### src/rtl/pong_anim_pkg.sv
// rtl/pong_anim_pkg.sv - coordinate type, colours and round-ball pattern for pong_anim
package pong_pkg;

    localparam int COORD_W = 10;

    typedef logic [COORD_W-1:0] coord_t;

    typedef enum logic {
        DIR_NEG = 1'b0,
        DIR_POS = 1'b1
    } dir_e;

    localparam logic [7:0] WALL_RGB = 8'b000_000_11;
    localparam logic [7:0] BAR_RGB  = 8'b000_111_00;
    localparam logic [7:0] BALL_RGB = 8'b111_000_00;
    localparam logic [7:0] BG_RGB   = 8'b000_000_00;

    // 8x8 round ball; column 0 is the MSB of each row
    function automatic logic ball_rom_bit(input logic [2:0] row, input logic [2:0] col);
        logic [7:0] bits;
        case (row)
            3'd0, 3'd7: bits = 8'h3C;
            3'd1, 3'd6: bits = 8'h7E;
            default:    bits = 8'hFF;
        endcase
        return bits[~col];
    endfunction

endpackage

### src/rtl/pong_anim_if.sv
// rtl/pong_anim_if.sv - video path between timing generator, pong_anim and the pins
interface pong_anim_if;
    import pong_pkg::*;

    coord_t     x;
    coord_t     y;
    logic       blank;
    logic       HS_IN;
    logic       VS_IN;
    logic       HS;
    logic       VS;
    logic [7:0] RGB;

    modport master (output x, y, blank, HS_IN, VS_IN, input HS, VS, RGB);
    modport slave  (input x, y, blank, HS_IN, VS_IN, output HS, VS, RGB);

endinterface

### src/rtl/pong_anim_ball_motion.sv
// rtl/pong_anim_ball_motion.sv - ball position, direction and saturating miss count, stepped on tick
module pong_ball_motion
    import pong_pkg::*;
#(
    parameter int MAX_X      = 640,
    parameter int MAX_Y      = 480,
    parameter int WALL_X_R   = 35,
    parameter int BAR_X_L    = 580,
    parameter int BAR_X_R    = 583,
    parameter int BAR_Y_SIZE = 72,
    parameter int BALL_SIZE  = 8,
    parameter int BALL_V     = 2,
    parameter int MISS_W     = 4
) (
    input  logic              clk,
    input  logic              rst,
    input  logic              tick,
    input  coord_t            bar_y_t,
    output coord_t            ball_x_l,
    output coord_t            ball_y_t,
    output logic [MISS_W-1:0] miss_cnt
);

    localparam coord_t X_RST      = coord_t'(MAX_X / 2 - BALL_SIZE / 2);
    localparam coord_t Y_RST      = coord_t'(MAX_Y / 2 - BALL_SIZE / 2);
    localparam coord_t BALL_M1    = coord_t'(BALL_SIZE - 1);
    localparam coord_t STEP       = coord_t'(BALL_V);
    localparam coord_t MISS_X     = coord_t'(MAX_X - 1 - BALL_V);
    localparam coord_t WALL_HIT   = coord_t'(WALL_X_R + BALL_V);
    localparam coord_t BAR_HIT_L  = coord_t'(BAR_X_L - BALL_V);
    localparam coord_t BAR_HIT_R  = coord_t'(BAR_X_R);
    localparam coord_t BAR_M1     = coord_t'(BAR_Y_SIZE - 1);
    localparam coord_t BOT_BOUNCE = coord_t'(MAX_Y - 1 - BALL_V);

    coord_t            x_q, x_d, y_q, y_d;
    coord_t            ball_x_r, ball_y_b;
    dir_e              dx_q, dx_d, dy_q, dy_d, dx_n, dy_n;
    logic [MISS_W-1:0] miss_q, miss_d;

    always_comb begin
        x_d      = x_q;
        y_d      = y_q;
        dx_d     = dx_q;
        dy_d     = dy_q;
        dx_n     = dx_q;
        dy_n     = dy_q;
        miss_d   = miss_q;
        ball_x_r = x_q + BALL_M1;
        ball_y_b = y_q + BALL_M1;
        if (tick) begin
            if (ball_x_r >= MISS_X) begin
                // a miss overrides every bounce rule and skips the step
                x_d  = X_RST;
                y_d  = Y_RST;
                dx_d = DIR_POS;
                if (miss_q != {MISS_W{1'b1}}) begin
                    miss_d = miss_q + MISS_W'(1);
                end
            end else begin
                if (x_q <= WALL_HIT) begin
                    dx_n = DIR_POS;
                end else if ((ball_x_r >= BAR_HIT_L) && (ball_x_r <= BAR_HIT_R) &&
                             (ball_y_b >= bar_y_t) && (y_q <= bar_y_t + BAR_M1)) begin
                    dx_n = DIR_NEG;
                end
                if (y_q < STEP) begin
                    dy_n = DIR_POS;
                end else if (ball_y_b > BOT_BOUNCE) begin
                    dy_n = DIR_NEG;
                end
                dx_d = dx_n;
                dy_d = dy_n;
                x_d  = (dx_n == DIR_POS) ? x_q + STEP : x_q - STEP;
                y_d  = (dy_n == DIR_POS) ? y_q + STEP : y_q - STEP;
            end
        end
    end

    always_ff @(posedge clk) begin
        if (rst) begin
            x_q    <= X_RST;
            y_q    <= Y_RST;
            dx_q   <= DIR_POS;
            dy_q   <= DIR_POS;
            miss_q <= '0;
        end else begin
            x_q    <= x_d;
            y_q    <= y_d;
            dx_q   <= dx_d;
            dy_q   <= dy_d;
            miss_q <= miss_d;
        end
    end

    assign ball_x_l = x_q;
    assign ball_y_t = y_q;
    assign miss_cnt = miss_q;

endmodule

### src/rtl/pong_anim.sv
// rtl/pong_anim.sv - animated pong renderer: paddle, pixel mux, delayed syncs; ROUND_BALL_EN selects the round ball
module pong_anim
    import pong_pkg::*;
#(
    parameter int MAX_X      = 640,
    parameter int MAX_Y      = 480,
    parameter int WALL_X_L   = 32,
    parameter int WALL_X_R   = 35,
    parameter int BAR_X_L    = 580,
    parameter int BAR_X_R    = 583,
    parameter int BAR_Y_SIZE = 72,
    parameter int BAR_V      = 4,
    parameter int BALL_SIZE  = 8,
    parameter int BALL_V     = 2,
    parameter int MISS_W     = 4
) (
    input  logic              CLK,
    input  logic              RST,
    pong_anim_if.slave        vid,
    input  logic              BTN_UP,
    input  logic              BTN_DN,
    output logic [MISS_W-1:0] MISS_CNT,
    output logic              FRAME_TICK
);

    localparam coord_t TICK_Y   = coord_t'(MAX_Y);
    localparam coord_t BOT_LIM  = coord_t'(MAX_Y - 1);
    localparam coord_t BAR_RST  = coord_t'(MAX_Y / 2 - BAR_Y_SIZE / 2);
    localparam coord_t BAR_BOT  = coord_t'(MAX_Y - BAR_Y_SIZE);
    localparam coord_t BAR_M1   = coord_t'(BAR_Y_SIZE - 1);
    localparam coord_t BAR_STEP = coord_t'(BAR_V);
    localparam coord_t BAR_L    = coord_t'(BAR_X_L);
    localparam coord_t BAR_R    = coord_t'(BAR_X_R);
    localparam coord_t WALL_L   = coord_t'(WALL_X_L);
    localparam coord_t WALL_R   = coord_t'(WALL_X_R);
    localparam coord_t BALL_M1  = coord_t'(BALL_SIZE - 1);

    logic       tick;
    coord_t     bar_y_t_q, bar_y_t_d;
    coord_t     ball_x_l, ball_y_t;
    logic       frame_tick_q, frame_tick_d;
    logic       hs_q, hs_d, vs_q, vs_d;
    logic [7:0] rgb_q, rgb_d;
    logic       wall_on, bar_on, ball_sq, ball_on;

    assign tick = (vid.y == TICK_Y) && (vid.x == '0);

    pong_ball_motion #(
        .MAX_X      (MAX_X),
        .MAX_Y      (MAX_Y),
        .WALL_X_R   (WALL_X_R),
        .BAR_X_L    (BAR_X_L),
        .BAR_X_R    (BAR_X_R),
        .BAR_Y_SIZE (BAR_Y_SIZE),
        .BALL_SIZE  (BALL_SIZE),
        .BALL_V     (BALL_V),
        .MISS_W     (MISS_W)
    ) u_ball (
        .clk      (CLK),
        .rst      (RST),
        .tick     (tick),
        .bar_y_t  (bar_y_t_q),
        .ball_x_l (ball_x_l),
        .ball_y_t (ball_y_t),
        .miss_cnt (MISS_CNT)
    );

    always_comb begin
        bar_y_t_d = bar_y_t_q;
        if (tick) begin
            if (BTN_UP && !BTN_DN) begin
                bar_y_t_d = (bar_y_t_q >= BAR_STEP) ? bar_y_t_q - BAR_STEP : '0;
            end else if (BTN_DN && !BTN_UP) begin
                bar_y_t_d = (bar_y_t_q + BAR_M1 + BAR_STEP <= BOT_LIM) ? bar_y_t_q + BAR_STEP : BAR_BOT;
            end
        end
    end

    // rendering uses the registered positions, i.e. those from the last tick
    always_comb begin
        wall_on = (vid.x >= WALL_L) && (vid.x <= WALL_R);
        bar_on  = (vid.x >= BAR_L) && (vid.x <= BAR_R) &&
                  (vid.y >= bar_y_t_q) && (vid.y <= bar_y_t_q + BAR_M1);
        ball_sq = (vid.x >= ball_x_l) && (vid.x <= ball_x_l + BALL_M1) &&
                  (vid.y >= ball_y_t) && (vid.y <= ball_y_t + BALL_M1);
`ifdef ROUND_BALL_EN
        ball_on = ball_sq && ball_rom_bit(vid.y[2:0] - ball_y_t[2:0], vid.x[2:0] - ball_x_l[2:0]);
`else
        ball_on = ball_sq;
`endif
        if (vid.blank)    rgb_d = BG_RGB;
        else if (wall_on) rgb_d = WALL_RGB;
        else if (bar_on)  rgb_d = BAR_RGB;
        else if (ball_on) rgb_d = BALL_RGB;
        else              rgb_d = BG_RGB;
        hs_d         = vid.HS_IN;
        vs_d         = vid.VS_IN;
        frame_tick_d = tick;
    end

    always_ff @(posedge CLK) begin
        if (RST) begin
            bar_y_t_q    <= BAR_RST;
            rgb_q        <= BG_RGB;
            hs_q         <= 1'b0;
            vs_q         <= 1'b0;
            frame_tick_q <= 1'b0;
        end else begin
            bar_y_t_q    <= bar_y_t_d;
            rgb_q        <= rgb_d;
            hs_q         <= hs_d;
            vs_q         <= vs_d;
            frame_tick_q <= frame_tick_d;
        end
    end

    assign vid.RGB    = rgb_q;
    assign vid.HS     = hs_q;
    assign vid.VS     = vs_q;
    assign FRAME_TICK = frame_tick_q;

endmodule
### src/flat_wrapper.sv
// flat-port wrapper written by rule: the top's interface ports become plain ports
module pong_anim_flat import pong_pkg::*;
#(
    parameter int MAX_X      = 640,
    parameter int MAX_Y      = 480,
    parameter int WALL_X_L   = 32,
    parameter int WALL_X_R   = 35,
    parameter int BAR_X_L    = 580,
    parameter int BAR_X_R    = 583,
    parameter int BAR_Y_SIZE = 72,
    parameter int BAR_V      = 4,
    parameter int BALL_SIZE  = 8,
    parameter int BALL_V     = 2,
    parameter int MISS_W     = 4
)
  (CLK, RST, BTN_UP, BTN_DN, MISS_CNT, FRAME_TICK, vid_x, vid_y, vid_blank, vid_HS_IN, vid_VS_IN, vid_HS, vid_VS, vid_RGB);
  pong_anim_if vid_i ();
  input  logic CLK;
  input  logic RST;
  input  logic BTN_UP;
  input  logic BTN_DN;
  output logic [MISS_W-1:0] MISS_CNT;
  output logic FRAME_TICK;
  input wire logic [$bits(vid_i.x)-1:0] vid_x;
  input wire logic [$bits(vid_i.y)-1:0] vid_y;
  input wire logic [$bits(vid_i.blank)-1:0] vid_blank;
  input wire logic [$bits(vid_i.HS_IN)-1:0] vid_HS_IN;
  input wire logic [$bits(vid_i.VS_IN)-1:0] vid_VS_IN;
  output wire logic [$bits(vid_i.HS)-1:0] vid_HS;
  output wire logic [$bits(vid_i.VS)-1:0] vid_VS;
  output wire logic [$bits(vid_i.RGB)-1:0] vid_RGB;
  assign vid_i.x = vid_x;
  assign vid_i.y = vid_y;
  assign vid_i.blank = vid_blank;
  assign vid_i.HS_IN = vid_HS_IN;
  assign vid_i.VS_IN = vid_VS_IN;
  assign vid_HS = vid_i.HS;
  assign vid_VS = vid_i.VS;
  assign vid_RGB = vid_i.RGB;
  pong_anim #(.MAX_X(MAX_X), .MAX_Y(MAX_Y), .WALL_X_L(WALL_X_L), .WALL_X_R(WALL_X_R), .BAR_X_L(BAR_X_L), .BAR_X_R(BAR_X_R), .BAR_Y_SIZE(BAR_Y_SIZE), .BAR_V(BAR_V), .BALL_SIZE(BALL_SIZE), .BALL_V(BALL_V), .MISS_W(MISS_W)) u_core (.CLK(CLK), .RST(RST), .vid(vid_i), .BTN_UP(BTN_UP), .BTN_DN(BTN_DN), .MISS_CNT(MISS_CNT), .FRAME_TICK(FRAME_TICK));
endmodule
### config.mk
export PLATFORM = sky130hd
export DESIGN_NAME = pong_anim_flat
export DESIGN_NICKNAME = d
export VERILOG_FILES = /design/src/rtl/pong_anim_pkg.sv /design/src/rtl/pong_anim_if.sv /design/src/rtl/pong_anim_ball_motion.sv /design/src/rtl/pong_anim.sv /design/src/flat_wrapper.sv
export SDC_FILE = /design/constraint.sdc
export NUM_CORES = 1
export LEC_CHECK = 0
export CORE_ASPECT_RATIO = 0.8
export CORE_MARGIN = 2
export CORE_UTILIZATION = 39
export CTS_CLUSTER_SIZE = 8
export DETAILED_ROUTE_END_ITERATION = 8
export HOLD_SLACK_MARGIN = 0.02
export SYNTH_ARGS = -nofsm -noshare
export SYNTH_HDL_FRONTEND = slang
export SYNTH_SLANG_ARGS = --single-unit
### constraint.sdc
create_clock -name CLK -period 12.8 [get_ports CLK]
set_input_delay 1.28 -clock CLK [delete_from_list [all_inputs] [get_ports CLK]]
set_output_delay 1.28 -clock CLK [all_outputs]
set_load 0.1 [all_outputs]
==> flow_summary_export.csv, run 1 <==
group,metric,value,unit
drt,drt_drc_violations_left,0,
cts,clockBufferDepth,2,
synthesis,synth_edf_count,0,
placed_design,place_hpwl,10100,um
timing,tns,0,ns
timing,rsz0062_at_grt,"false",
layout,seqCellArea,761,sq um
setup_path,crit_type,"flip-flop to flip-flop",
cts,postCtsHoldBufs,0,
cts,clk_pin_slew_worst_paths,0.06,ns
floorplan,ioPinCount,42,
setup_path,worstPathRequired,12.98,ns
synthesis,ys.flop_type,"dfxtp_1",
synthesis,synthArstFlopShare,0,
setup_path,cp_top_family,"compound AO/OA/AOI/OAI gates",
min_path,hold_path_class,"flip-flop to flip-flop",
setup_path,path_buf_inv,1,
timing,min_period_over_period,0.403,
synthesis,synth_nets,699,
setup_path,path_max_fanout,10,
floorplan,die_area,12700,sq um
placed_design,post-place-cells,750,
floorplan,core,11500,sq um
grt,grt_max_degree,40,
cts,cts_setup_buffers,0,
setup_path,slowest_stage,"a2111oi_2",
drt,routed_wl,13000,um
floorplan,rows,35,
synthesis,yosys_register_bits,38,
floorplan,floorplan.initialDensity,0.398,
synthesis,syn_area,4590,sq um
placed_design,gp_congestion,0.939,
synthesis,ys_seq_area_frac,0.166,
synthesis,synth.avg_cell_area,7.82,sq um
layout,final_common_cell,"ha_1",
layout,fin_nets,721,
layout,fillers,1142,
grt,grt_pass1_wl,21500,um
layout,final_cell_mix,"ha_1 (84), nor2_1 (54), inv_1 (45), clkdlybuf4s50_1 (41), dfxtp_1 (38)",
cts,cts_buffers,5,
drt,vias,4527,
layout,synthToLayoutAreaGrowth,14.7,%
synthesis,syn_inst,587,
power_and_ir_drop,powerDensity,74.5,nW/um^2
cts,cts-resized-gates,0,
timing,drv_slew,0,
grt,grt_pass1_vias,4099,
setup_path,cpMostUsedCell,"ha_1",
timing,hold_violations,0,
flow_run,cap_violations,0,
cts,cts_sinks,38,
setup_path,end_kind,"flip-flop",
layout,final_util,0.457,
drt,drt-initial-drc-count,437,
layout,antenna_cells,0,
timing,fin_skew,0.00928,ns
cts,cts_tree,"done",
timing,final.min_clock_period,5.16,ns
layout,drive_above_1_share,0.0344,
setup_path,start_kind,"flip-flop",
grt,grtUsageTotal,0.209,
power_and_ir_drop,peakVddDrop,0.0442,mV
run_status,status,"complete, no violations",
layout,final_cell_area,5260,sq um
cts,h-tree-depth,2,
floorplan,die_x,125,um
timing,hold_ws,0.494,ns
cts,clockRootBuffer,"clkbuf_16",
cts,clk_latency,0.29,ns
power_and_ir_drop,leakage,0.00222,uW
timing,setup_viol,0,
layout,finalNonFillerCells,758,
timing,slew_headroom,0.352,
grt,antenna_found_initial,0,
drt,antenna_left,0,
synthesis,yosysWarnings,0,
placed_design,place_area,5070,sq um
drt,vias_per_cell,5.97,
setup_path,path_cells,"inv_1, ha_1, or4_1, nand2_1, ha_1, o21a_1, o2111ai_1, o41a_1, a2111oi_2, ha_1, a21o_1, a21oi_1, o21bai_1, a2111oi_0, nor3_1, xor2_1, a2bb2oi_1",
synthesis,synthDistinctLibCells,69,
timing,worstMarginPinSlew,0.969,ns
setup_path,crit_arrival,5.34,ns
timing,maxClockFrequency,194,MHz
floorplan,die_h,101,um
setup_path,crit_path_max_incr_delay,0.78,ns
layout,multi_input_area,3520,sq um
drt,wl_per_cell,17.2,um
placed_design,io_buffers,41,
drt,first_pass_iters,5,
grt,grt_overflow_total,0,
final timing paths:
check | startpoint | endpoint | slack, ns | cells after the start
max | u_core.u_ball.ball_y_t[2]$_SDFFE_PP1P_ | u_core.u_ball.ball_x_l[8]$_SDFFE_PP1P_ | 7.64 | 17
min | u_core.u_ball.dy_q$_SDFFE_PP1P_ | u_core.u_ball.dy_q$_SDFFE_PP1P_ | 0.49 | 2
max reg2reg | u_core.u_ball.ball_y_t[2]$_SDFFE_PP1P_ | u_core.u_ball.ball_x_l[8]$_SDFFE_PP1P_ | 7.64 | 17
min reg2reg | u_core.u_ball.dy_q$_SDFFE_PP1P_ | u_core.u_ball.dy_q$_SDFFE_PP1P_ | 0.49 | 2
synthesized netlist by cell type (3+ instances only):
cell / n / area, sq um
nand3_1: 23 / 115
o2111ai_1: 3 / 26.3
buf_4: 5 / 37.5
mux2i_1: 6 / 60.1
a211oi_1: 3 / 22.5
nand2b_1: 9 / 56.3
xor2_1: 6 / 52.6
inv_1: 45 / 169
nand3b_1: 4 / 30.0
clkbuf_1: 20 / 75.1
a22oi_1: 3 / 22.5
nor2b_1: 6 / 37.5
o211ai_1: 9 / 67.6
a211o_1: 3 / 26.3
a2111oi_0: 5 / 43.8
and4_1: 3 / 26.3
or4b_1: 3 / 30.0
nor4_1: 6 / 37.5
o21a_1: 11 / 82.6
dfxtp_1: 38 / 761
and4b_1: 4 / 40.0
o31ai_1: 4 / 30.0
and3_1: 7 / 43.8
a21o_1: 9 / 67.6
or3_1: 10 / 62.6
ha_1: 84 / 1050
or2_1: 3 / 18.8
o21ai_0: 19 / 95.1
a31oi_1: 9 / 56.3
xnor2_1: 23 / 201
nor2_1: 54 / 203
nand4_1: 10 / 62.6
a21oi_1: 36 / 180
a41oi_1: 3 / 26.3
buf_2: 3 / 15.0
nand2_1: 31 / 116
nor3_1: 25 / 125
cells by family (layout without fill, tap and decap cells):
logic type                 after synthesis  count (layout)  share of synthesized area
buffers and inverters                   74              97                     0.0671
xor gates and xnor gates                30              30                     0.0589
AOI/OAI and AO/OA                      144             144                      0.220
adders and majority gates               86              86                      0.236
and+or+nand+nor                        208             208                      0.237
DFF                                     38              38                      0.166
muxes                                    7               7                     0.0164
tightest hold or removal path, cell delays in order (launching register included):
cell      delay, ns
dfxtp_1        0.32
nand2_1        0.05
nand3b_1       0.07
state kept, by name (all words and copies together) (netlist names):
name,count
u_core.vid.VS,1
u_core.u_ball.miss_cnt,4
u_core.vid.HS,1
u_core.u_ball.dy_q,1
u_core.vid.RGB,3
u_core.FRAME_TICK,1
u_core.u_ball.dx_q,1
u_core.u_ball.ball_x_l,9
u_core.u_ball.ball_y_t,9
u_core.bar_y_t_q,8
metrics by stage:
step	total power, uW	worst slack (ns)
after floorplan	194	8.19
after global placement	222	7.82
after detailed placement	224	7.68
after CTS	396	7.64
after global routing	414	7.18
final	392	7.64
metal layers:
layer,routed length (um),share of wire,vias to the layer above,track usage
met2,5300,0.41,177,0.304
met4,146,0.011,0,0.0487
met3,925,0.071,13,0.0387
met5,0,0,-,0
met1,6650,0.51,2124,0.315
li1,-,-,2213,-
where the power goes:
group          switching (uW)  internal (uW)
registers                7.96            121
logic                    51.3           42.3
clock network            56.9            112
total                     116            276
area by class of cell:
cell class                      count  share of cell area
Multi-Input combinational cell    475               0.669
Sequential cell                    38               0.145
Timing Repair Buffer               44              0.0823
Tap cell                          148              0.0352
Inverter                           45              0.0321
Clock buffer                        5              0.0238
Clock inverter                      3              0.0131
No activity file was read; power rests on OpenSTA's default activity.
==> run 2: changes to the inputs <==
==> constraint.sdc (replaced) <==
create_clock -name CLK -period 4.95 [get_ports CLK]
set_input_delay 0.495 -clock CLK [delete_from_list [all_inputs] [get_ports CLK]]
set_output_delay 0.495 -clock CLK [all_outputs]
set_load 0.1 [all_outputs]
==> run 2 against run 1 <==
Net effect:
- die area stayed put
- highest routed layer unchanged
- core utilization is 0.24 points higher
- worst hold slack better by 0.016 ns
- combinational power rose to 2.6 times the previous value
- sequential power rose to 2.6 times the previous value
- sequential share of layout area fell by 0.075 points
- setup slack worse by 7.3 ns
- clock skew is 0.0061 ns lower
- design area is 0.52% higher
- global-route usage rose by 0.61 points
- routed wire length rose by 2.9%
==> flow_summary_export.csv, run 2 (synthesis gave the netlist of run 1 again) <==
group,metric,value,unit
drt,routed_wl,13400,um
grt,grt_max_degree,40,
floorplan,rows,35,
layout,fin_nets,726,
timing,rsz0062_at_grt,"false",
cts,clockBufferDepth,2,
grt,antenna_found_initial,0,
power_and_ir_drop,clockPowerShare,0.398,
timing,tns,0,ns
drt,vias_per_cell,5.94,
setup_path,end_kind,"flip-flop",
timing,setup_viol,0,
timing,maxClockFrequency,218,MHz
cts,clockRootBuffer,"clkbuf_16",
setup_path,crit_type,"flip-flop to flip-flop",
placed_design,gp_congestion,0.971,
layout,drive_above_1_share,0.0455,
timing,min_period_over_period,0.925,
drt,drt-initial-drc-count,392,
grt,grt_overflow_total,0,
power_and_ir_drop,p_int,663,uW
power_and_ir_drop,powerDensity,182,nW/um^2
layout,seqCellArea,761,sq um
layout,multi_input_area,3530,sq um
setup_path,crit_arrival,4.76,ns
placed_design,place_area,5110,sq um
timing,drv_slew,0,
floorplan,die_x,125,um
cts,h-tree-depth,2,
run_status,status,"complete, no violations",
grt,grtUsageTotal,0.215,
timing,worstMarginPinSlew,0.969,ns
power_and_ir_drop,p_switching,302,uW
floorplan,floorplan.initialDensity,0.398,
power_and_ir_drop,peakVddDrop,0.117,mV
power_and_ir_drop,seq_power_share,0.346,
power_and_ir_drop,switching_share,0.313,
layout,synthToLayoutAreaGrowth,15.3,%
setup_path,start_kind,"flip-flop",
drt,vias,4533,
cts,cts_buffers,5,
cts,clk_pin_slew_worst_paths,0.06,ns
cts,cts_sinks,38,
layout,final_util,0.459,
drt,first_pass_iters,5,
placed_design,place_hpwl,10500,um
placed_design,io_buffers,41,
cts,cts_tree,"done",
cts,postCtsHoldBufs,0,
timing,hold_violations,0,
power_and_ir_drop,leakage,0.00224,uW
timing,final.min_clock_period,4.58,ns
flow_run,cap_violations,0,
drt,drt_drc_violations_left,0,
power_and_ir_drop,comb_power_share,0.257,
floorplan,core,11500,sq um
timing,slew_headroom,0.352,
setup_path,worstPathRequired,5.13,ns
layout,final_common_cell,"ha_1",
setup_path,path_max_fanout,14,
min_path,hold_path_class,"flip-flop to flip-flop",
floorplan,die_h,101,um
layout,final_cell_mix,"ha_1 (84), nor2_1 (54), inv_1 (45), clkdlybuf4s50_1 (41), dfxtp_1 (38)",
layout,fillers,1157,
drt,wl_per_cell,17.6,um
timing,fin_skew,0.00315,ns
drt,antenna_left,0,
power_and_ir_drop,fin_total_pwr,965,uW
grt,grt_pass1_vias,4229,
floorplan,ioPinCount,42,
cts,clk_latency,0.29,ns
layout,final_cell_area,5290,sq um
floorplan,die_area,12700,sq um
layout,antenna_cells,0,
grt,grt_pass1_wl,22100,um
run 2: changes by cell type in the layout (fill, tap and decap cells not counted), sizes merged:
cell / previous run / this run
buf: 3 / 8
clkinvlp: 0 / 2
bufinv: 2 / 1
clkinv: 1 / 0
run 2: power by group through the flow:
| stage | registers, uW | logic [uW] | clock network, uW |
|---|---|---|---|
| 2_1_floorplan | 335 | 167 | 0 |
| 3_5_place_dp | 339 | 243 | 0 |
| 5_1_grt | 335 | 276 | 404 |
| 3_3_place_gp | 339 | 236 | 0 |
| 6_report | 333 | 248 | 384 |
| 4_1_cts | 333 | 245 | 388 |
run 2: worst paths after layout:
path                                           from                                     end  slack, ns  cells after the start
max          u_core.u_ball.ball_y_t[4]$_SDFFE_PP0P_  u_core.u_ball.ball_x_l[8]$_SDFFE_PP1P_       0.37                     16
min          u_core.u_ball.miss_cnt[1]$_SDFFE_PP0P_  u_core.u_ball.miss_cnt[1]$_SDFFE_PP0P_       0.51                      2
max reg2reg  u_core.u_ball.ball_y_t[4]$_SDFFE_PP0P_  u_core.u_ball.ball_x_l[8]$_SDFFE_PP1P_       0.37                     16
min reg2reg  u_core.u_ball.miss_cnt[1]$_SDFFE_PP0P_  u_core.u_ball.miss_cnt[1]$_SDFFE_PP0P_       0.51                      2
run 2: final cells by class:
class | count | share of cell area
sequential | 38 | 0.144
inverter | 45 | 0.0319
multi-input combinational | 475 | 0.668
timing repair buffer | 49 | 0.0889
tap | 148 | 0.0350
clock inverter | 3 | 0.00851
clock buffer | 5 | 0.0237
run 2: metrics by stage:
stage	instances	hold WS (ns)	setup slack (ns)
2_1_floorplan	587	0.438	0.339
3_3_place_gp	755	0.481	0.435
3_5_place_dp	755	0.490	0.359
4_1_cts	763	0.501	0.344
5_1_grt	763	0.536	0.0434
6_report	763	0.510	0.372
run 2: critical path, cell delays in order, from the launching register on:
cell and delay, ns:
dfxtp_1 0.68, nand4_2 0.27, or4_1 0.54, nand2_1 0.14, ha_1 0.15, o21a_1 0.13
o2111ai_1 0.10, o41a_1 0.46, a2111oi_2 0.37, ha_1 0.31, a21o_1 0.19, a21oi_1 0.21
o21bai_1 0.13, a2111oi_2 0.37, nor3_1 0.11, xor2_1 0.15, a2bb2oi_1 0.13
run 2: what timing repair did:
action / CTS / global route
resized for setup: 0 / 3
setup endpoints to repair: 0 / 2
buffers inserted: 0 / 0
run 2: metal layers:
metal | GRT usage | vias to the layer above | wire, um
met1 | 0.315 | 2132 | 6760
met5 | 0 | - | 0
met4 | 0.0564 | 0 | 229
met3 | 0.0345 | 26 | 851
li1 | - | 2214 | -
met2 | 0.327 | 161 | 5550
